**src/rtl/throw_pkg.sv**
```systemverilog
// Shared types and constants for the throw game round sequencer
// and the projectile controllers it drives.
package throw_pkg;

    typedef enum logic {
        DOG = 1'b0,
        CAT = 1'b1
    } player_t;

    typedef enum logic [2:0] {
        ST_IDLE,
        ST_CHARGE,
        ST_FLIGHT,
        ST_RESULT,
        ST_OVER
    } turn_state_t;

    // 65 MHz pixel clock -> 1 ms tick
    localparam int CLK_PER_MS = 65000;

    function automatic player_t other(input player_t p);
        return (p == DOG) ? CAT : DOG;
    endfunction

endpackage

```
**src/rtl/throw_turn_ctl_if.sv**
```systemverilog
// Bundle between input logic / projectile controllers / HUD and the
// turn sequencer. master = stimulus side, slave = throw_turn_ctl.
interface throw_turn_ctl_if;
    import throw_pkg::*;

    logic       btn_throw;
    logic       new_game;
    logic       land;
    logic       hit_cat;
    logic       hit_dog;
    logic [9:0] throw_force;
    logic       enable_dog;
    logic       enable_cat;
    player_t    turn;
    logic [6:0] hp_dog;
    logic [6:0] hp_cat;
    logic       game_over;
    player_t    winner;

    modport master (
        output btn_throw, new_game, land, hit_cat, hit_dog,
        input  throw_force, enable_dog, enable_cat, turn,
        input  hp_dog, hp_cat, game_over, winner
    );

    modport slave (
        input  btn_throw, new_game, land, hit_cat, hit_dog,
        output throw_force, enable_dog, enable_cat, turn,
        output hp_dog, hp_cat, game_over, winner
    );

endinterface

```
**src/rtl/ms_tick_gen.sv**
```systemverilog
// Free-running 1 ms tick divider: one-cycle pulse every CLK_PER_MS clocks.
// Ports: clk, rst (async, active high), tick (1-cycle pulse).
module ms_tick_gen #(
    parameter int CLK_PER_MS = throw_pkg::CLK_PER_MS
) (
    input  logic clk,
    input  logic rst,
    output logic tick
);

    localparam int W = (CLK_PER_MS > 1) ? $clog2(CLK_PER_MS) : 1;
    localparam logic [W-1:0] LAST = W'(CLK_PER_MS - 1);

    logic [W-1:0] cnt_q;
    logic [W-1:0] cnt_d;

    assign tick  = (cnt_q == LAST);
    assign cnt_d = tick ? '0 : cnt_q + 1'b1;

    always_ff @(posedge clk or posedge rst) begin
        if (rst) begin
            cnt_q <= '0;
        end else begin
            cnt_q <= cnt_d;
        end
    end

endmodule

```
**src/rtl/throw_turn_ctl.sv**
```systemverilog
// Round sequencer: alternates turns, charges throw force, enables the active
// projectile, scores hits into HP, declares winner. Ports: clk, rst, bus (slave).
module throw_turn_ctl
    import throw_pkg::*;
#(
    parameter int CLK_PER_MS      = throw_pkg::CLK_PER_MS,
    parameter int FORCE_MAX       = 1000,
    parameter int FORCE_STEP      = 2,
    parameter int HP_INIT         = 100,
    parameter int DAMAGE          = 20,
    parameter int LAND_TIMEOUT_MS = 6000,
    parameter int RESULT_HOLD_MS  = 1000
) (
    input  logic               clk,
    input  logic               rst,
    throw_turn_ctl_if.slave    bus
);

    localparam int MS_MAX = (LAND_TIMEOUT_MS > RESULT_HOLD_MS) ?
                            LAND_TIMEOUT_MS : RESULT_HOLD_MS;
    localparam int MS_W = $clog2(MS_MAX + 1);
    localparam logic [MS_W-1:0] T_LAND = MS_W'(LAND_TIMEOUT_MS);
    localparam logic [MS_W-1:0] T_HOLD = MS_W'(RESULT_HOLD_MS);
    localparam logic [6:0]      HP0    = 7'(HP_INIT);

    turn_state_t     state_q, state_d;
    player_t         turn_q, turn_d;
    player_t         win_q, win_d;
    logic [9:0]      force_q, force_d;
    logic [6:0]      hpd_q, hpd_d;
    logic [6:0]      hpc_q, hpc_d;
    logic [MS_W-1:0] ms_q, ms_d;
    logic            go_q, go_d;
    logic            en_dog_q, en_dog_d;
    logic            en_cat_q, en_cat_d;
    logic            btn_q;

    logic            tick;
    logic            btn_rise;
    logic            target_hit;
    logic            flying;
    logic [10:0]     f_sum;
    logic [9:0]      f_sat;

    ms_tick_gen #(.CLK_PER_MS(CLK_PER_MS)) u_tick (
        .clk  (clk),
        .rst  (rst),
        .tick (tick)
    );

    // 8-bit signed subtract so an underflow shows up as negative, then clamp
    function automatic logic [6:0] dmg(input logic [6:0] hp);
        logic signed [7:0] d;
        d = $signed({1'b0, hp}) - $signed(8'(DAMAGE));
        return (d < 0) ? 7'd0 : d[6:0];
    endfunction

    assign btn_rise   = bus.btn_throw & ~btn_q;
    assign target_hit = (turn_q == DOG) ? bus.hit_cat : bus.hit_dog;
    assign f_sum      = {1'b0, force_q} + 11'(FORCE_STEP);
    assign f_sat      = (f_sum > 11'(FORCE_MAX)) ? 10'(FORCE_MAX) : f_sum[9:0];

    always_comb begin
        state_d = state_q;
        turn_d  = turn_q;
        win_d   = win_q;
        force_d = force_q;
        hpd_d   = hpd_q;
        hpc_d   = hpc_q;
        go_d    = go_q;

        unique case (state_q)
            ST_IDLE: begin
                force_d = '0;
                if (btn_rise) state_d = ST_CHARGE;
            end
            ST_CHARGE: begin
                // release wins over a coincident tick
                if (!bus.btn_throw) state_d = ST_FLIGHT;
                else if (tick)      force_d = f_sat;
            end
            ST_FLIGHT: begin
                if (target_hit) begin
                    if (turn_q == DOG) hpc_d = dmg(hpc_q);
                    else               hpd_d = dmg(hpd_q);
                    state_d = ST_RESULT;
                end else if (bus.land || ms_q == T_LAND) begin
                    state_d = ST_RESULT;
                end
            end
            ST_RESULT: begin
                if (ms_q == T_HOLD) begin
                    force_d = '0;
                    if (hpd_q == '0 || hpc_q == '0) begin
                        state_d = ST_OVER;
                        go_d    = 1'b1;
                        win_d   = (hpc_q == '0) ? DOG : CAT;
                    end else begin
                        state_d = ST_IDLE;
                        turn_d  = other(turn_q);
                    end
                end
            end
            ST_OVER: begin
                if (bus.new_game) begin
                    state_d = ST_IDLE;
                    hpd_d   = HP0;
                    hpc_d   = HP0;
                    turn_d  = DOG;
                    win_d   = DOG;
                    go_d    = 1'b0;
                end
            end
            default: state_d = ST_IDLE;
        endcase

        // one ms counter serves both flight timeout and result hold
        if (state_d != state_q || !(state_q inside {ST_FLIGHT, ST_RESULT}))
            ms_d = '0;
        else if (tick)
            ms_d = ms_q + 1'b1;
        else
            ms_d = ms_q;

        // enable drops on the same edge that leaves ST_RESULT
        flying   = (state_q == ST_FLIGHT) ||
                   (state_q == ST_RESULT && state_d == ST_RESULT);
        en_dog_d = flying && (turn_q == DOG);
        en_cat_d = flying && (turn_q == CAT);
    end

    always_ff @(posedge clk or posedge rst) begin
        if (rst) begin
            state_q  <= ST_IDLE;
            turn_q   <= DOG;
            win_q    <= DOG;
            force_q  <= '0;
            hpd_q    <= HP0;
            hpc_q    <= HP0;
            ms_q     <= '0;
            go_q     <= 1'b0;
            en_dog_q <= 1'b0;
            en_cat_q <= 1'b0;
            btn_q    <= 1'b0;
        end else begin
            state_q  <= state_d;
            turn_q   <= turn_d;
            win_q    <= win_d;
            force_q  <= force_d;
            hpd_q    <= hpd_d;
            hpc_q    <= hpc_d;
            ms_q     <= ms_d;
            go_q     <= go_d;
            en_dog_q <= en_dog_d;
            en_cat_q <= en_cat_d;
            btn_q    <= bus.btn_throw;
        end
    end

    assign bus.throw_force = force_q;
    assign bus.enable_dog  = en_dog_q;
    assign bus.enable_cat  = en_cat_q;
    assign bus.turn        = turn_q;
    assign bus.hp_dog      = hpd_q;
    assign bus.hp_cat      = hpc_q;
    assign bus.game_over   = go_q;
    assign bus.winner      = win_q;

endmodule
```
**src/flat_wrapper.sv**
```systemverilog
// flat-port wrapper written by rule: the top's interface ports become plain ports
module throw_turn_ctl_flat import throw_pkg::*;
#(
    parameter int CLK_PER_MS      = throw_pkg::CLK_PER_MS,
    parameter int FORCE_MAX       = 1000,
    parameter int FORCE_STEP      = 2,
    parameter int HP_INIT         = 100,
    parameter int DAMAGE          = 20,
    parameter int LAND_TIMEOUT_MS = 6000,
    parameter int RESULT_HOLD_MS  = 1000
)
  (clk, rst, bus_btn_throw, bus_new_game, bus_land, bus_hit_cat, bus_hit_dog, bus_throw_force, bus_enable_dog, bus_enable_cat, bus_turn, bus_hp_dog, bus_hp_cat, bus_game_over, bus_winner);
  throw_turn_ctl_if bus_i ();
  input  logic clk;
  input  logic rst;
  input wire logic [$bits(bus_i.btn_throw)-1:0] bus_btn_throw;
  input wire logic [$bits(bus_i.new_game)-1:0] bus_new_game;
  input wire logic [$bits(bus_i.land)-1:0] bus_land;
  input wire logic [$bits(bus_i.hit_cat)-1:0] bus_hit_cat;
  input wire logic [$bits(bus_i.hit_dog)-1:0] bus_hit_dog;
  output wire logic [$bits(bus_i.throw_force)-1:0] bus_throw_force;
  output wire logic [$bits(bus_i.enable_dog)-1:0] bus_enable_dog;
  output wire logic [$bits(bus_i.enable_cat)-1:0] bus_enable_cat;
  output wire logic [$bits(bus_i.turn)-1:0] bus_turn;
  output wire logic [$bits(bus_i.hp_dog)-1:0] bus_hp_dog;
  output wire logic [$bits(bus_i.hp_cat)-1:0] bus_hp_cat;
  output wire logic [$bits(bus_i.game_over)-1:0] bus_game_over;
  output wire logic [$bits(bus_i.winner)-1:0] bus_winner;
  assign bus_i.btn_throw = bus_btn_throw;
  assign bus_i.new_game = bus_new_game;
  assign bus_i.land = bus_land;
  assign bus_i.hit_cat = bus_hit_cat;
  assign bus_i.hit_dog = bus_hit_dog;
  assign bus_throw_force = bus_i.throw_force;
  assign bus_enable_dog = bus_i.enable_dog;
  assign bus_enable_cat = bus_i.enable_cat;
  assign bus_turn = bus_i.turn;
  assign bus_hp_dog = bus_i.hp_dog;
  assign bus_hp_cat = bus_i.hp_cat;
  assign bus_game_over = bus_i.game_over;
  assign bus_winner = bus_i.winner;
  throw_turn_ctl #(.CLK_PER_MS(CLK_PER_MS), .FORCE_MAX(FORCE_MAX), .FORCE_STEP(FORCE_STEP), .HP_INIT(HP_INIT), .DAMAGE(DAMAGE), .LAND_TIMEOUT_MS(LAND_TIMEOUT_MS), .RESULT_HOLD_MS(RESULT_HOLD_MS)) u_core (.clk(clk), .rst(rst), .bus(bus_i));
endmodule
```
**config.mk**
```make
export PLATFORM = sky130hd
export DESIGN_NAME = throw_turn_ctl_flat
export DESIGN_NICKNAME = d
export VERILOG_FILES = /design/src/rtl/throw_pkg.sv /design/src/rtl/throw_turn_ctl_if.sv /design/src/rtl/ms_tick_gen.sv /design/src/rtl/throw_turn_ctl.sv /design/src/flat_wrapper.sv
export SDC_FILE = /design/constraint.sdc
export NUM_CORES = 1
export LEC_CHECK = 0
export CELL_PAD_IN_SITES_DETAIL_PLACEMENT = 1
export CELL_PAD_IN_SITES_GLOBAL_PLACEMENT = 2
export CORE_AREA = 2 2 103 105
export CTS_BUF_LIST = sky130_fd_sc_hd__clkbuf_16
export DETAILED_ROUTE_END_ITERATION = 12
export DIE_AREA = 0 0 105 107
export GPL_TIMING_DRIVEN = 0
export HOLD_SLACK_MARGIN = 0.05
export PLACE_DENSITY_LB_ADDON = 0.1
export SYNTH_ARGS = -nofsm -noshare
export SYNTH_HDL_FRONTEND = slang
export SYNTH_SLANG_ARGS = --single-unit
```
**constraint.sdc**
```tcl
create_clock -name clk -period 2 [get_ports clk]
set_input_delay 0.3 -clock clk [delete_from_list [all_inputs] [get_ports clk]]
set_output_delay 0.3 -clock clk [all_outputs]
set_load 0.05 [all_outputs]
```
==> impl_metrics.csv, run 1 <==
group,metric,value,unit
power_and_ir_drop,p_int,0.00300,W
critical_path,cp-startpoint,"u_core.u_tick.cnt_q[0]$_DFF_PP0_",
synthesis,synth.ff_latch_count,57,
synthesis,synthSimpleGateAreaFrac,25.1,%
sta,slew_headroom,60.6,%
detailed_routing,antenna_left,0,
critical_path,timing_worst_setup_path_type,"reg2reg",
synthesis,synth.yosys.seq_area_share,45.0,%
synthesis,yosys-top-cells-area,"dfrtp_1, nor2_1, dfstp_2",
floorplan,die_y,107,microns
floorplan,num_rows,37,
floorplan,start_util,31.6,%
power_and_ir_drop,powerDensity,1150,nW/um^2
sta,setup_violations,8,
power_and_ir_drop,pwr-share-comb,43.2,%
floorplan,core,10100,sq um
detailed_routing,remaining_drc_errors,0,
critical_path,timing.reg2reg.setup_slack,-0.09,ns
power_and_ir_drop,p_leak,1.97,nW
synthesis,synth.most_common_cell,"dfrtp_1",
clock_network,h-tree-depth,3,
final_layout,layoutNonFillerInstCount,566,
clock_network,cts_tree,"built",
clock_network,ctsRootBufferMaster,"clkbuf_16",
synthesis,synth.top_cell.area_share,40.1,%
critical_path,crit_path_end,"u_core.bus.throw_force[4]$_DFFE_PP0P_",
synthesis,synthAdderAreaFrac,2.75,%
final_layout,syn_to_final_growth,41.1,%
critical_path,required,2.22,ns
critical_path,path_cells,"ha_4, nand4b_1, nor4_4, nand3b_1, buf_4, a21oi_4, o31ai_2, a21o_1",
final_layout,antennaDiodeCount,0,
synthesis,synthTopCellsByCount,"dfrtp_1, nor2_1, nand2_1",
synthesis,syn-mean-instance-area,9.18,sq um
synthesis,ys_warn_count,0,
synthesis,synth_compound_area_share,15.4,%
critical_path,crit_path_end_kind,"flop",
synthesis,synth-async-reset-ratio,100,%
global_route,grt_pass1_wl,14.5,mm
hold_path,hold_class,"in2async",
synthesis,netlist_instances,347,
sta,rsz0062_at_grt,"yes",
critical_path,reg2reg_from,"u_core.u_tick.cnt_q[0]$_DFF_PP0_",
synthesis,ys_types,60,
clock_network,clockBufferDepth,2,
power_and_ir_drop,power.total,0.00515,W
power_and_ir_drop,clockPowerShare,26.0,%
clock_network,worstSkewPairLatency,0.33,ns
critical_path,critPathMaxStageDelay,0.40,ns
synthesis,synth_edf_count,0,
run_status,violations,"setup timing",
clock_network,clk_pin_slew_worst_paths,0.05,ns
job,drv_cap,0,
detailed_routing,viasPerCell,5.05,
global_route,grt.overflow.total,0,
floorplan,ioPinCount,36,
sta,timing.final.crit_share,105,%
detailed_routing,wirelength,8.73,mm
placed_design,hpwl,5.69,mm
clock_network,cts_num_sinks,57,
sta,fmax,478,MHz
detailed_routing,via_count,2856,
synthesis,synth_xor_area_share,6.60,%
detailed_routing,firstDrtPassIters,4,
sta,hold_viol_final,0,
critical_path,startpoint_type,"flop",
critical_path,crit_path_top_delay_cell,"dfrtp_1",
detailed_routing,wl_per_cell,15.4,microns
synthesis,netlist_area,3180,sq um
placed_design,gp_congestion,0.759,
run_status,status,"complete, but fails checks",
clock_network,holdBufCountCts,0,
critical_path,critPathMaxFanout,6,
sta,hold_slack,0.284,ns
synthesis,yosysTopAreaCell,"dfrtp_1",
global_route,antenna_found_initial,0,
sta,min_period,2.09,ns
sta,worst_pin_slew,0.591,ns
sta,finClkSkew,0.00905,ns
power_and_ir_drop,switching_power,0.00215,W
critical_path,rr_endpoint,"u_core.bus.throw_force[4]$_DFFE_PP0P_",
synthesis,synthFlopType,"dfrtp_1",
critical_path,cp.arrival,2.31,ns
global_route,grt_max_degree,41,
synthesis,synth_top_family_by_area,"simple AND/OR/NAND/NOR gates",
clock_network,numCtsBuffers,9,
floorplan,die_w,105,microns
placed_design,port_buffers,30,
synthesis,synth.area.mux_share,0.668,%
global_route,first_global_vias,2841,
final_layout,drive_gt1_share,27.9,%
placed_design,dp_cells,518,
power_and_ir_drop,seq_power_share,30.8,%
sta,slew_violations,0,
floorplan,dieArea,11200,sq um
critical_path,r2r_cells,8,
detailed_routing,drt_iter0_drc,69,
sta,fin_ws,-0.0905,ns
power_and_ir_drop,ir_drop,0.000450,V
global_route,track_usage,16.3,%
final_layout,fin_nets,439,
power_and_ir_drop,swShare,41.7,%
## stage by stage
step                      TNS (ns)  instance area (sq um)  util (%)  worst slack, ns
after global placement      -59.76                   3720      36.9            -1.11
after floorplan             -0.334                   3250         -          -0.0871
after global routing         -2.17                   4490      44.5           -0.224
after CTS                   -0.264                   4250      42.1          -0.0710
after detailed placement    -11.30                   3740      37.1           -0.467
final                       -0.313                   4490      44.5          -0.0905
## worst max-delay path, delay by kind of cell, from the launching register on
kind            cells  cell delay [ns]
buf+inv             1             0.16
fa+ha+maj           1             0.16
flops               1             0.40
simple gates        3             0.70
compound gates      3             0.57
## layout make-up
| type | instances | area, sq um |
|---|---|---|
| clock inverter | 7 | 30.0 |
| fill | 1204 | 5600 |
| sequential | 57 | 1440 |
| inverter | 16 | 60.1 |
| timing repair buffer | 65 | 589 |
| multi-input combinational | 266 | 1900 |
| clock buffer | 9 | 225 |
| buffer | 10 | 75.1 |
| tap | 136 | 170 |
## layer usage
metal | vias to the layer above | wire [microns] | track usage, %
li1 | 1380 | - | -
met1 | 1438 | 4160 | 22.3
met2 | 31 | 4250 | 25.7
met3 | 7 | 242 | 3.65
met4 | 0 | 70 | 4.86
met5 | - | 0 | 0
## state kept, by name (all words and copies together) (netlist names), 3 cells and up
register	cells
u_core.bus.hp_cat	5
u_core.u_tick.cnt_q	16
u_core.state_q	3
u_core.ms_q	13
u_core.bus.throw_force	9
u_core.bus.hp_dog	5
## power groups by stage
stage	Clock, W	Sequential (W)	Combinational [W]
after detailed placement	0	0.00161	0.00187
after global placement	0	0.00161	0.00184
final	0.00134	0.00159	0.00222
after CTS	0.00139	0.00157	0.00208
after floorplan	0	0.00200	0.000860
after global routing	0.00144	0.00162	0.00243
## what timing repair did
item / 4_1_cts / 5_1_grt
gates cloned: 1 / 1
setup buffers: 20 / 14
hold endpoints to repair: 0 / 0
setup endpoints to repair: 43 / 40
gates resized for setup: 34 / 40
pin swaps: 20 / 23
## cells in the final DEF (no fill, tap or decap), types with 4 or more instances in the layout
cell type and count:
buf_6 7, nor3_1 9, a21oi_1 12, ha_1 5, inv_1 17, o21ai_0 22
nor4_4 4, dfstp_2 6, nand4_1 8, nor2_1 42, conb_1 5, dfrtp_2 8
nand2_1 28, nor2_2 4, xnor2_1 10, and3_1 8, buf_4 33, nand3_1 11
a31oi_1 7, clkdlybuf4s50_1 19, dfrtp_1 43, dlygate4sd2_1 8, clkbuf_16 9, xor2_1 12
nor2b_1 6, a21o_1 5
## logic make-up after synthesis
logic type / count (synthesis)
DFF: 57
other: 1
buffers and inverters: 28
xor gates and xnor gates: 24
AOI/OAI and AO/OA: 77
muxes: 2
and+or+nand+nor: 151
adders and majority gates: 7
## worst min path at each step
stage / startpoint / to / slack (ns)
finish: rst / u_core.u_tick.cnt_q[12]$_DFF_PP0_ / 0.28
global route: rst / u_core.u_tick.cnt_q[12]$_DFF_PP0_ / 0.32
CTS: rst / u_core.u_tick.cnt_q[12]$_DFF_PP0_ / 0.30
detailed placement: u_core.u_tick.cnt_q[0]$_DFF_PP0_ / u_core.u_tick.cnt_q[0]$_DFF_PP0_ / 0.49
global placement: u_core.u_tick.cnt_q[0]$_DFF_PP0_ / u_core.u_tick.cnt_q[0]$_DFF_PP0_ / 0.48
floorplan: bus_btn_throw / u_core.btn_q$_DFF_PP0_ / 0.33
(Power assumes the default switching activity.)
==> run 2: changes to the inputs <==
==> constraint.sdc (replaced) <==
create_clock -name clk -period 1.8 [get_ports clk]
set_input_delay 0.27 -clock clk [delete_from_list [all_inputs] [get_ports clk]]
set_output_delay 0.27 -clock clk [all_outputs]
set_load 0.05 [all_outputs]
==> run 2 against run 1 <==
Effect of this change:
- the flow still finishes with violations (setup timing)
- non-clock buffer count fell by 3
- critical path type unchanged
- power rose by 16%
- clock power rose by 21%
- utilization rose by 1.5 points
- sequential power rose by 10%
- register-to-register slack got worse by 0.25 ns
- critical path depth fell by 1
==> impl_metrics.csv, run 2 (synthesized netlist as in run 1, its figures left out) <==
group,metric,value,unit
run_status,violations,"setup timing",
floorplan,start_util,31.6,%
power_and_ir_drop,p_leak,2.02,nW
floorplan,ioPinCount,36,
critical_path,worst-path-buf-inv,0,
sta,slew_headroom,62.9,%
sta,slew_violations,0,
clock_network,numCtsBuffers,9,
clock_network,cts_tree,"built",
detailed_routing,drt_iter0_drc,67,
final_layout,nFillCells,1162,
global_route,track_usage,15.9,%
power_and_ir_drop,seq_power_share,29.4,%
final_layout,syn_to_final_growth,45.7,%
placed_design,dp_cells,518,
final_layout,layout_commonest_cell,"dfrtp_1",
floorplan,die_w,105,microns
placed_design,preCtsSetupSlack,-0.499,ns
clock_network,ctsRootBufferMaster,"clkbuf_16",
detailed_routing,antenna_left,0,
placed_design,port_buffers,30,
clock_network,h-tree-depth,3,
critical_path,critPathMaxFanout,6,
power_and_ir_drop,powerDensity,1290,nW/um^2
placed_design,gp_congestion,0.743,
critical_path,crit_path_end_kind,"flop",
critical_path,crit_path_top_delay_cell,"dfrtp_1",
job,drv_cap,0,
sta,rsz0062_at_grt,"yes",
power_and_ir_drop,ir_drop,0.000523,V
floorplan,die_y,107,microns
detailed_routing,wirelength,8.87,mm
critical_path,required,2.01,ns
power_and_ir_drop,switching_power,0.00245,W
global_route,first_global_vias,2823,
detailed_routing,firstDrtPassIters,4,
global_route,antenna_found_initial,0,
critical_path,critPathMaxStageDelay,0.45,ns
power_and_ir_drop,pwr-share-comb,43.5,%
floorplan,dieArea,11200,sq um
floorplan,num_rows,37,
power_and_ir_drop,clockPowerShare,27.1,%
sta,setup_violations,34,
sta,worst_pin_slew,0.556,ns
placed_design,dpl_cell_area,3790,sq um
sta,hold_viol_final,0,
clock_network,clockBufferDepth,2,
sta,finClkSkew,0.0126,ns
sta,fmax,467,MHz
clock_network,clk_pin_slew_worst_paths,0.06,ns
sta,min_period,2.14,ns
detailed_routing,highest_layer,"met4",
critical_path,cp.arrival,2.35,ns
detailed_routing,wl_met3,138,microns
detailed_routing,via_count,2830,
floorplan,core,10100,sq um
final_layout,antennaDiodeCount,0,
final_layout,final_area,4640,sq um
final_layout,largest_register,"u_core.u_tick.cnt_q",
clock_network,cts_num_sinks,57,
global_route,grt.overflow.total,0,
final_layout,final_cell_mix,"dfrtp_1, nor2_1, nand2_1",
global_route,grt_max_degree,36,
hold_path,hold_class,"in2async",
placed_design,hpwl,5.72,mm
power_and_ir_drop,p_int,0.00351,W
final_layout,fin_nets,436,
critical_path,cp_top_family,"simple AND/OR/NAND/NOR gates",
sta,fin_ws,-0.343,ns
global_route,grt_pass1_wl,14.4,mm
run_status,status,"complete, but fails checks",
final_layout,layoutNonFillerInstCount,563,
clock_network,holdBufCountCts,0,
final_layout,largest_reg_flops,16,
critical_path,startpoint_type,"flop",
critical_path,path_cells,"ha_4, nand4b_1, nor4_4, nand3b_1, a21oi_4, o31ai_1, a21o_1",
critical_path,timing_worst_setup_path_type,"reg2reg",
sta,timing.final.crit_share,119,%
detailed_routing,wl_met1,4.33,mm
sta,hold_slack,0.316,ns
detailed_routing,remaining_drc_errors,0,
detailed_routing,wl_per_cell,15.8,microns
power_and_ir_drop,swShare,41.1,%
detailed_routing,viasPerCell,5.03,
clock_network,worstSkewPairLatency,0.32,ns
detailed_routing,wl_met2,4.29,mm
final_layout,drive_gt1_share,32.8,%
run 2: cell types whose count changed in the layout (fill, tap and decap cells not counted), moves of 5 or more:
cell             change
buf_4                -9
nor2_2               +6
dlygate4sd2_1        +8
buf_6                +5
clkdlybuf4s50_1      -7
nor2_1              -10
run 2: routing by layer:
layer  vias to the layer above  GRT usage [%]
met2                        24           25.6
li1                       1381              -
met1                      1416           21.8
met3                         9           2.07
met5                         -              0
met4                         0           6.29
run 2: worst reg2reg max path: stages (launching register included):
cell and delay [ns]:
dfrtp_1 0.45, ha_4 0.18, nand4b_1 0.22, nor4_4 0.37, nand3b_1 0.20, a21oi_4 0.33, o31ai_1 0.13, a21o_1 0.17
run 2: area by class of cell:
class                           instances  area, sq um  share of cell area, %
Buffer                                 10         80.1                   1.73
Timing Repair Buffer                   62          608                   13.1
Clock inverter                          7         56.3                   1.21
Inverter                               16         60.1                   1.29
Clock buffer                            9          225                   4.85
Multi-Input combinational cell        266         2000                   43.0
Tap cell                              136          170                   3.67
Sequential cell                        57         1440                   31.1
run 2: worst paths after layout:
| check | startpoint | endpoint | slack (ns) | depth (start not counted) |
|---|---|---|---|---|
| max reg2reg | u_core.u_tick.cnt_q[0]$_DFF_PP0_ | u_core.bus.throw_force[4]$_DFFE_PP0P_ | -0.34 | 7 |
| min reg2reg | u_core.u_tick.cnt_q[7]$_DFF_PP0_ | u_core.u_tick.cnt_q[7]$_DFF_PP0_ | 0.51 | 1 |
| min in group clk | u_core.u_tick.cnt_q[7]$_DFF_PP0_ | u_core.u_tick.cnt_q[7]$_DFF_PP0_ | 0.51 | 1 |
| max | u_core.u_tick.cnt_q[0]$_DFF_PP0_ | u_core.bus.throw_force[4]$_DFFE_PP0P_ | -0.34 | 7 |
| max in group asynchronous | rst | u_core.bus.hp_dog[2]$_DFFE_PP1P_ | 0.82 | 3 |
| min | rst | u_core.bus.throw_force[1]$_DFFE_PP0P_ | 0.32 | 2 |
run 2: repair_timing:
| item | in CTS | in global routing |
|---|---|---|
| endpoints found under the setup margin | 61 | 46 |
| cloned | 2 | 1 |
| buffers inserted | 17 | 11 |
| pin swaps | 23 | 29 |
| resized for setup | 57 | 56 |
run 2: power groups by stage:
stage	clock (W)	sequential (W)	combinational (W)
2_1_floorplan	0	0.00223	0.00101
3_3_place_gp	0	0.00178	0.00211
3_5_place_dp	0	0.00178	0.00213
4_1_cts	0.00166	0.00173	0.00246
5_1_grt	0.00171	0.00179	0.00280
6_report	0.00162	0.00175	0.00259
run 2: stage by stage:
stage | util (%) | total power, W | setup TNS (ns)
2_1_floorplan | - | 0.00324 | -2.21
3_3_place_gp | 37.4 | 0.00389 | -74.93
3_5_place_dp | 37.6 | 0.00391 | -11.77
4_1_cts | 43.3 | 0.00585 | -6.92
5_1_grt | 46.0 | 0.00631 | -10.48
6_report | 46.0 | 0.00596 | -6.12
==> run 3: changes to the inputs <==
--- a/config.mk
+++ b/config.mk
@@ -14,6 +14,7 @@
 export GPL_TIMING_DRIVEN = 0
 export HOLD_SLACK_MARGIN = 0.05
 export PLACE_DENSITY_LB_ADDON = 0.1
+export SKIP_CTS_REPAIR_TIMING = 1
 export SYNTH_ARGS = -nofsm -noshare
 export SYNTH_HDL_FRONTEND = slang
 export SYNTH_SLANG_ARGS = --single-unit
==> run 3 against run 2 <==
Effect of this change:
- the flow still finishes with violations (setup timing)
- clock power is essentially flat
- hold slack lost 0.0039 ns
- first-iteration DRC count grew 30%
- non-clock buffer count rose by 3
- register-to-register slack lost 0.03 ns
- fmax down 1.4%
- wire length is 0.85% higher
- final cell count increased by 0.53%
- clock skew fell by 0.0027 ns
- global-route usage shrank 0.98 points
- die area unchanged
- critical path depth is 1 higher
- largest power group unchanged
==> impl_metrics.csv, run 3 (synthesized netlist as in run 1, its figures left out) <==
group,metric,value,unit
run_status,status,"complete, but fails checks",
run_status,violations,"setup timing",
critical_path,critPathMaxStageDelay,0.42,ns
final_layout,largest_register,"u_core.u_tick.cnt_q",
global_route,antenna_found_initial,0,
placed_design,dpl_cell_area,3790,sq um
sta,slew_violations,0,
final_layout,layout_commonest_cell,"nor2_1",
final_layout,drive_gt1_share,32.8,%
clock_network,clockBufferDepth,2,
floorplan,start_util,31.6,%
global_route,grt_max_degree,36,
hold_path,hold_class,"in2async",
clock_network,cts_num_sinks,57,
critical_path,critPathMaxFanout,6,
final_layout,largest_reg_flops,16,
placed_design,gp_congestion,0.743,
sta,slew_headroom,62.5,%
clock_network,numCtsBuffers,9,
critical_path,startpoint_type,"flop",
floorplan,die_w,105,microns
final_layout,layoutNonFillerInstCount,566,
power_and_ir_drop,power.total,0.00608,W
critical_path,worst-path-buf-inv,2,
floorplan,core,10100,sq um
sta,worst_pin_slew,0.561,ns
global_route,track_usage,15.0,%
power_and_ir_drop,swShare,40.6,%
floorplan,num_rows,37,
sta,setup_violations,40,
sta,timing.final.crit_share,121,%
clock_network,cts_tree,"built",
sta,fin_ws,-0.373,ns
critical_path,timing.reg2reg.setup_slack,-0.37,ns
critical_path,timing_worst_setup_path_type,"reg2reg",
critical_path,rr_endpoint,"u_core.ms_q[11]$_DFFE_PP0P_",
final_layout,syn_to_final_growth,47.7,%
global_route,first_global_vias,2677,
final_layout,multi_input_area,1980,sq um
sta,rsz0062_at_grt,"yes",
power_and_ir_drop,pwr-share-comb,43.9,%
clock_network,h-tree-depth,3,
global_route,grt.overflow.total,0,
critical_path,crit_path_end_kind,"flop",
critical_path,required,2.01,ns
final_layout,fin_nets,439,
power_and_ir_drop,switching_power,0.00247,W
placed_design,hpwl,5.72,mm
detailed_routing,wirelength,8.95,mm
sta,hold_viol_final,0,
floorplan,ioPinCount,36,
placed_design,port_buffers,30,
placed_design,preCtsSetupSlack,-0.499,ns
power_and_ir_drop,clockPowerShare,26.6,%
final_layout,final_cell_mix,"nor2_1, dfrtp_1, buf_4",
final_layout,antennaDiodeCount,0,
detailed_routing,firstDrtPassIters,4,
detailed_routing,via_count,2830,
sta,setup-tns-final,-8.01,ns
detailed_routing,antenna_left,0,
detailed_routing,drt_iter0_drc,87,
critical_path,crit_path_top_delay_cell,"or3b_4",
job,drv_cap,0,
power_and_ir_drop,powerDensity,1290,nW/um^2
critical_path,cp_top_family,"simple AND/OR/NAND/NOR gates",
placed_design,dp_cells,518,
clock_network,ctsRootBufferMaster,"clkbuf_16",
critical_path,reg2reg_from,"u_core.u_tick.cnt_q[3]$_DFF_PP0_",
sta,min_period,2.17,ns
final_layout,nFillCells,1150,
sta,fmax,460,MHz
global_route,grt_pass1_wl,13.5,mm
critical_path,cp.arrival,2.39,ns
power_and_ir_drop,p_leak,2.23,nW
detailed_routing,viasPerCell,5.00,
final_layout,final_area,4700,sq um
critical_path,r2r_cells,8,
power_and_ir_drop,p_int,0.00361,W
clock_network,worstSkewPairLatency,0.33,ns
final_layout,ff_latch_area,1450,sq um
detailed_routing,remaining_drc_errors,0,
power_and_ir_drop,seq_power_share,29.5,%
detailed_routing,wl_per_cell,15.8,microns
floorplan,die_y,107,microns
clock_network,clk_pin_slew_worst_paths,0.06,ns
critical_path,path_cells,"or3b_4, buf_4, nor4_4, buf_6, nand4_4, and3b_2, xnor2_2, nor2_2",
floorplan,dieArea,11200,sq um
power_and_ir_drop,ir_drop,0.000503,V
sta,finClkSkew,0.00986,ns
-- run 3: changes by cell type in the layout (fill, tap and decap cells not counted), moves of 2 or more --
cell / change
a21oi_1: +4
a21oi_2: -4
and3_1: -2
buf_4: +8
buf_6: -5
dfrtp_1: -7
dfrtp_2: +7
dlygate4sd2_1: -16
dlymetal6s2s_1: +16
nor2_1: +6
nor2_2: -6
-- run 3: metal layers --
| layer | global-route usage (%) | up-vias | part of all wire [%] |
|---|---|---|---|
| met5 | 0 | - | 0 |
| met3 | 2.13 | 10 | 2.1 |
| met2 | 23.4 | 32 | 49 |
| met1 | 20.6 | 1400 | 48 |
| met4 | 6.67 | 0 | 1.5 |
| li1 | - | 1388 | - |
-- run 3: through the flow --
step / hold slack, ns / util (%)
after floorplan: 0.301 / -
after global placement: 0.484 / 37.4
after detailed placement: 0.492 / 37.6
after CTS: 0.335 / 40.4
after global routing: 0.397 / 46.6
final: 0.312 / 46.6
-- run 3: area by class of cell --
cell class,instances,share of cell area (%)
well taps,136,3.62
clock buffers,9,4.79
flip-flops and latches,57,30.9
multi-input cells,266,42.2
repair buffers,64,14.0
clock inverters,7,1.20
plain buffers,11,2.08
inverters,16,1.28
-- run 3: power groups by stage --
stage	Combinational, W	Sequential (W)	Clock [W]
after floorplan	0.00101	0.00223	0
after global placement	0.00211	0.00178	0
after detailed placement	0.00213	0.00178	0
after CTS	0.00214	0.00176	0.00166
after global routing	0.00288	0.00183	0.00172
final	0.00267	0.00179	0.00162
-- run 3: how the worst max path moves through the flow --
stage                                                     start  cells past startpoint  slack, ns                                    end
after floorplan           u_core.bus.throw_force[2]$_DFFE_PP0P_                      8      -0.28  u_core.bus.throw_force[1]$_DFFE_PP0P_
after global placement                                      rst                      2      -1.34  u_core.bus.throw_force[3]$_DFFE_PP0P_
after detailed placement       u_core.u_tick.cnt_q[0]$_DFF_PP0_                      7      -0.50            u_core.ms_q[11]$_DFFE_PP0P_
after CTS                      u_core.u_tick.cnt_q[0]$_DFF_PP0_                      7      -0.51            u_core.ms_q[11]$_DFFE_PP0P_
after global routing           u_core.u_tick.cnt_q[3]$_DFF_PP0_                      8      -0.46            u_core.ms_q[11]$_DFFE_PP0P_
final                          u_core.u_tick.cnt_q[3]$_DFF_PP0_                      8      -0.37            u_core.ms_q[11]$_DFFE_PP0P_
